**config.mk**
```make
export PLATFORM = sky130hd
export DESIGN_NAME = reg_write_arbiter
export DESIGN_NICKNAME = d
export VERILOG_FILES = /design/src/rtl/reg_write_arbiter.sv
export SDC_FILE = /design/constraint.sdc
export NUM_CORES = 1
export LEC_CHECK = 0
export CAP_MARGIN = 20
export CORE_UTILIZATION = 25
export CTS_BUF_LIST = sky130_fd_sc_hd__clkbuf_16
export DETAILED_ROUTE_END_ITERATION = 10
export PLACE_DENSITY = 0.61
export SYNTH_ARGS = -nofsm -noshare
export SYNTH_HDL_FRONTEND = slang
export SYNTH_SLANG_ARGS = --single-unit
export TNS_END_PERCENT = 5
```
**constraint.sdc**
```tcl
create_clock -name clk -period 5.5 [get_ports clk]
set_clock_uncertainty 0.05 [all_clocks]
set_input_delay 1.1 -clock clk [delete_from_list [all_inputs] [get_ports clk]]
set_output_delay 1.1 -clock clk [all_outputs]
set_load 0.01 [all_outputs]
```
**src/rtl/reg_write_arbiter.sv**
```systemverilog
// Round-robin arbiter that funnels NREQ requesters onto one shared register write port.
// Each grant runs IDLE -> WRITE (reg_en pulse) -> ACK (ack pulse) -> IDLE.
module reg_write_arbiter #(
    parameter int WIDTH = 16,
    parameter int NREQ  = 4,
    localparam int GIDW = $clog2(NREQ)
) (
    input  logic                  clk,
    input  logic                  rst,
    input  logic [NREQ-1:0]       req,
    input  logic [NREQ*WIDTH-1:0] wdata,
    output logic [NREQ-1:0]       ack,
    output logic                  reg_en,
    output logic [WIDTH-1:0]      reg_data,
    output logic [GIDW-1:0]       grant_id,
    output logic                  busy
);

    typedef enum logic [1:0] {
        IDLE  = 2'd0,
        WRITE = 2'd1,
        ACK   = 2'd2
    } state_t;

    state_t            state_reg;
    logic [GIDW-1:0]   last_grant_reg;
    logic [GIDW-1:0]   win_next;
    logic              found_next;
    logic [WIDTH-1:0]  slice_data [NREQ];

    genvar gi;
    generate
        for (gi = 0; gi < NREQ; gi++) begin : g_slice
            assign slice_data[gi] = wdata[gi*WIDTH +: WIDTH];
        end
    endgenerate

    // Search starts just after the last winner and wraps; first asserted req wins.
    always_comb begin
        logic [GIDW:0] cand;
        win_next   = '0;
        found_next = 1'b0;
        for (int k = 1; k <= NREQ; k++) begin
            cand = {1'b0, last_grant_reg} + (GIDW+1)'(k);
            if (cand >= (GIDW+1)'(NREQ))
                cand = cand - (GIDW+1)'(NREQ);
            if (!found_next && req[cand[GIDW-1:0]]) begin
                found_next = 1'b1;
                win_next   = cand[GIDW-1:0];
            end
        end
    end

    always_ff @(posedge clk or posedge rst) begin
        if (rst) begin
            state_reg      <= IDLE;
            reg_en         <= 1'b0;
            ack            <= '0;
            busy           <= 1'b0;
            reg_data       <= '0;
            grant_id       <= '0;
            last_grant_reg <= GIDW'(NREQ-1);
        end else begin
            case (state_reg)
                IDLE: begin
                    ack <= '0;
                    if (found_next) begin
                        state_reg <= WRITE;
                        grant_id  <= win_next;
                        reg_data  <= slice_data[win_next];
                        reg_en    <= 1'b1;
                        busy      <= 1'b1;
                    end else begin
                        reg_en <= 1'b0;
                        busy   <= 1'b0;
                    end
                end
                WRITE: begin
                    state_reg      <= ACK;
                    reg_en         <= 1'b0;
                    ack            <= NREQ'(1) << grant_id;
                    last_grant_reg <= grant_id;
                    busy           <= 1'b1;
                end
                ACK: begin
                    state_reg <= IDLE;
                    ack       <= '0;
                    reg_en    <= 1'b0;
                    busy      <= 1'b0;
                end
                default: begin
                    state_reg <= IDLE;
                    reg_en    <= 1'b0;
                    ack       <= '0;
                    busy      <= 1'b0;
                end
            endcase
        end
    end

endmodule

```
; ---- Yosys cells after proc, flatten, opt, wreduce, memory -nomap -nowiden
; Index checks and enable logic that the tools add are counted.
[totals]
out_inout_bits = 24
inputBits = 70
elab_cells = 65
regBits = 28
[op_classes]
n_eq_ne = 2
add_sub_neg = 8
mux = 29
n_reduce_logical = 8
n_shift = 1
magnitude_cmp = 9
bitwise = 1
[ops]
columns = operator, count
row1 = 16-bit binary-select mux with 2-bit select, 1
row2 = 16-bit two-way mux, 2
row3 = 2-bit two-way mux, 9
row4 = "3-bit >= comparator, second input constant", 5
row5 = "2-bit by 3-bit < comparator with 1-bit output, second input constant", 4
row6 = 1-bit two-way mux, 10
row7 = 1-bit binary-select mux with 2-bit select, 4
row8 = "2-bit by 1-bit subtractor with 2-bit output, second input constant", 4
row9 = "2-bit by 2-bit adder with 3-bit output, second input constant", 2
row10 = 4-bit two-way mux, 1
row11 = 2-bit one-hot mux with 2 select lines, 1
row12 = "1-bit by 2-bit << shifter with 4-bit output, first input constant", 1
row13 = "2-bit by 1-bit adder with 3-bit output, second input constant", 1
row14 = "2-bit by 3-bit adder with 3-bit output, second input constant", 1
row15 = 1-bit logical AND, 3
row16 = 1-bit zero test, 3
row17 = 2-bit NOT with 3-bit output, 1
row18 = "2-bit by 1-bit equality test with 1-bit output, second input constant", 1
row19 = 2-bit zero test, 1
row20 = "2-bit != test, second input constant", 1
row21 = 1-bit one-hot mux with 2 select lines, 1
row22 = 2-bit AND reduction, 1

; ---- Depth between registers and ports, before layout
[logic_depth]
word_depth = 19
depth_mapped = 7
depth_no_buf = 5

; ---- Worst setup path after synthesis
; Ideal clock, no wire load.
[synth_path]
kind = in2reg
startpoint = in req[3]
endpoint = reg reg_data[8]
path_buffers = 1
stages = 6
arrival_ns = 2.216
path_slack_ns = 3.102
required_ns = 5.318
setup_ns = 0.132
path_cell_list = nand2b_1 o21ai_1 a211oi_4 buf_6 mux2i_1 o221ai_2
[synth_via]
elab_chain_len = 16
word_cells_on_any_way = 27
cone_classes = mux (19) / bitwise (1) / reduce/logical (7)
[synth_rtl]
columns = element, line_no
row1 = start: declaration, 10  ; input logic [NREQ-1:0] req,
row2 = 1-bit binary-select mux with 2-bit select, 47  ; if (!found_next && req[cand[GIDW-1:0]]) begin
row3 = 1-bit two-way mux (not written as such), 47
row4 = 1-bit two-way mux, 47
row5 = 1-bit zero test, 47
row6 = 1-bit logical AND, 47
row7 = 1-bit two-way mux, 47
row8 = 1-bit zero test, 47
row9 = 1-bit logical AND, 47
row10 = 1-bit two-way mux, 47
row11 = 1-bit zero test, 47
row12 = 1-bit logical AND, 47
row13 = 2-bit two-way mux, 47
row14 = 2-bit NOT with 3-bit output (not written as such), 70  ; reg_data <= slice_data[win_next];
row15 = 16-bit binary-select mux with 2-bit select, 70
row16 = 16-bit two-way mux (not written as such) (2 in a row), 70
row17 = end signal: assignment, 70
row18 = end: declaration, 14  ; output logic [WIDTH-1:0] reg_data,
; Several ways; a longest one is shown, not always the timed one. The select of a mux whose other input is x is not followed.
; A chain may end at the register's enable or synchronous reset.

; ---- Worst setup path after layout
[layout_path]
startpoint = in req[3]
endpoint = reg reg_data[14]
; The elaborated chain is that of the path after synthesis.

==> reports/metrics.yaml <==
sta:
  max_freq_ghz: 0.310
  slew_violations: 0
  hold_viol_final: 0
  tns_ns: 0
  setup_violations: 0
  worst_slew_pin_slew_ns: 0.877
  slew_headroom_pct: 41.5
  period_share_pct: 58.7
  fin_crit_ns: 3.23
  grt_setup_unrepaired: "false"
clock_tree:
  holdBufCountCts: 0
  clock_path_buffers: 2
  numCtsBuffers: 3
  clk_latency_ns: 0.25
  cts.sinks: 28
  cts_tree: "built"
  cts_root_buf: "clkbuf_16"
  postCtsSetupRepairBufs: 0
  clk_pin_slew_ns: 0.07
  cts_resized: 0
  htreeDepth: 1
finish:
  seqCellArea_um2: 703
  antenna_cells: 0
  drive_above_1_share_pct: 9.25
  largest_reg_flops: 16
  top_regs: "reg_data: 16 flops, ack: 4 flops"
  final_nets: 298
  multiInputGateArea_um2: 763
  syn2layout_area_growth_pct: 67.2
  regMostFlops: "reg_data"
  fillCellCount: 589
synthesis:
  synth_top_area_share_pct: 41.4
  syn-cell-area_um2: 1570
  ys_ff_latch: 28
  syn_nets: 206
  syn_inst: 136
  yosysTopAreaCell: "dfrtp_1"
  yosys_warnings: 0
  yosysSeqAreaShare_pct: 44.7
  syn_area_per_cell_um2: 11.6
  netlist-cell-type-count: 24
  synth_area_leaders: "dfrtp_1, mux2i_1, o221ai_2"
route:
  routedWlPerCell_um: 14.0
  wl_um: 4230
  first_iter_violations: 25
  first_pass_iters: 4
  drc: 0
  ant_nets: 0
  num_vias: 1372
  vias_per_cell: 4.54
global_routing:
  overflow: 0
  grt_max_degree: 34
  antenna_found_initial: 0
  track_usage_pct: 12.5
  grt_pass1_wl_um: 6390
  grt_pass1_vias: 1389
floorplan:
  dieArea_um2: 6610
  io_pins: 94
  die_h_um: 81.3
  core_um2: 5990
  start_util_pct: 26.2
  die_w_um: 81.3
  fp-row-count: 28
worst_hold_path:
  min-delay-path-class: "register to register"
  min_path_cells: 1
  worstHoldEndpoint: "busy"
  hold_start: "state_reg[1]"
power:
  p_int_mw: 0.755
  switchingPower_mw: 0.441
  vdd_drop_max_mv: 0.191
  clkPwrFrac_pct: 13.5
  sequentialPowerShare_pct: 30.8
  cellPowerDensity_nw_per_um2: 455
  p_leak_nw: 1.11
  sw_frac_of_total_pct: 36.9
  comb_power_share_pct: 55.6
  p_total_mw: 1.20
setup_path:
  rrSetupSlack_ns: 3.34
  critPathCaptureType: "register"
  worstPathRequired_ns: 5.55
  r2r-end: "reg_data[7]"
  max_stage_delay_ns: 0.73
  reg2regPathDepth: 6
  r2r-start: "last_grant_reg[0]"
  path_buf_inv: 1
  critPathKind: "input pin to register"
  crit_chain: "clkdlybuf4s50_1 -> nor4_1 -> or3_4 -> or2_1 -> o221ai_1"
  cp-start-kind: "input pin"
  slowest_stage: "or2_1"
  critPathTopFamily: "simple AND/OR/NAND/NOR gates"
  critPathMaxFanout: 22
  critical_path_arrival_ns: 3.28
flow_run:
  maxCapViolCount: 0
placed_design:
  place_hpwl_um: 3190
  place_congestion: 0.690
  port_buffers: 93
status:
  status: "completed"
## cell families after synthesis
logic type / after synthesis / synth area share (%)
simple gates: 39 / 11.3
mux: 32 / 20.4
flops: 28 / 44.7
compound gates: 23 / 16.9
buf+inv: 14 / 6.69
## worst max-delay path by stage
stage / startpoint / to / slack [ns] / depth (start not counted)
detailed placement: req[3] / reg_data[10] / 1.95 / 5
global placement: req[3] / reg_data[12] / 1.99 / 5
global route: req[3] / reg_data[14] / 2.04 / 5
finish: req[3] / reg_data[14] / 2.27 / 5
CTS: req[3] / reg_data[10] / 2.23 / 5
floorplan: req[3] / reg_data[8] / 3.10 / 6
## per-stage QoR
step | instance area, µm² | instances | util (%) | hold WS, ns | worst slack (ns)
after global placement | 2520 | 297 | 42.1 | 0.380 | 1.99
after CTS | 2630 | 302 | 43.9 | 0.392 | 2.23
after global routing | 2630 | 302 | 43.9 | 0.409 | 2.04
final | 2630 | 302 | 43.9 | 0.394 | 2.27
after detailed placement | 2550 | 298 | 42.5 | 0.389 | 1.95
after floorplan | 1570 | 136 | - | 0.364 | 3.10
## area by class of cell
class	instances	area share, %
tap	75	3.57
multi-input combinational	94	29.0
clock buffer	3	2.86
inverter	6	0.857
clock inverter	1	0.143
timing repair buffer	95	36.8
sequential	28	26.8
## Yosys cell counts
| master | instances |
|---|---|
| a211oi_4 | 1 |
| buf_6 | 4 |
| buf_12 | 1 |
| o21ai_1 | 2 |
| and3_1 | 1 |
| o211ai_1 | 1 |
| or3_4 | 1 |
| mux2i_1 | 32 |
| inv_2 | 1 |
| a21oi_1 | 2 |
| nor3_1 | 2 |
| nand2b_1 | 4 |
| o221ai_2 | 11 |
| buf_2 | 2 |
| nor4_1 | 1 |
| nand2_1 | 26 |
| inv_1 | 5 |
| nor2_1 | 2 |
| or2_1 | 1 |
| nor3b_1 | 1 |
| dfrtp_1 | 26 |
| dfstp_2 | 2 |
| buf_4 | 1 |
| o221ai_1 | 6 |
## cell usage in the layout, fill, tap and decap left out, types with 2 or more instances in the layout
cell type	instances
a21oi_1	2
clkbuf_16	3
clkdlybuf4s50_1	93
dfrtp_1	26
dfstp_2	2
inv_1	6
mux2i_1	32
nand2_1	26
nand2b_1	4
nor2_1	2
nor3_1	2
o21ai_1	2
o221ai_1	6
o221ai_2	11
## layer usage
metal / part of all wire [%] / GRT usage [%]
met3: 12 / 4.72
met1: 43 / 15.5
met4: 0.24 / 1.61
met2: 45 / 21.2
met5: 0 / 0
## power groups by stage
stage | Sequential (mW) | Combinational [mW] | Clock (mW)
after floorplan | 0.400 | 0.398 | 0
after global placement | 0.375 | 0.665 | 0
after detailed placement | 0.371 | 0.680 | 0
after CTS | 0.370 | 0.681 | 0.169
after global routing | 0.383 | 0.732 | 0.174
final | 0.369 | 0.665 | 0.162
No activity file was read; power rests on OpenSTA's default activity.
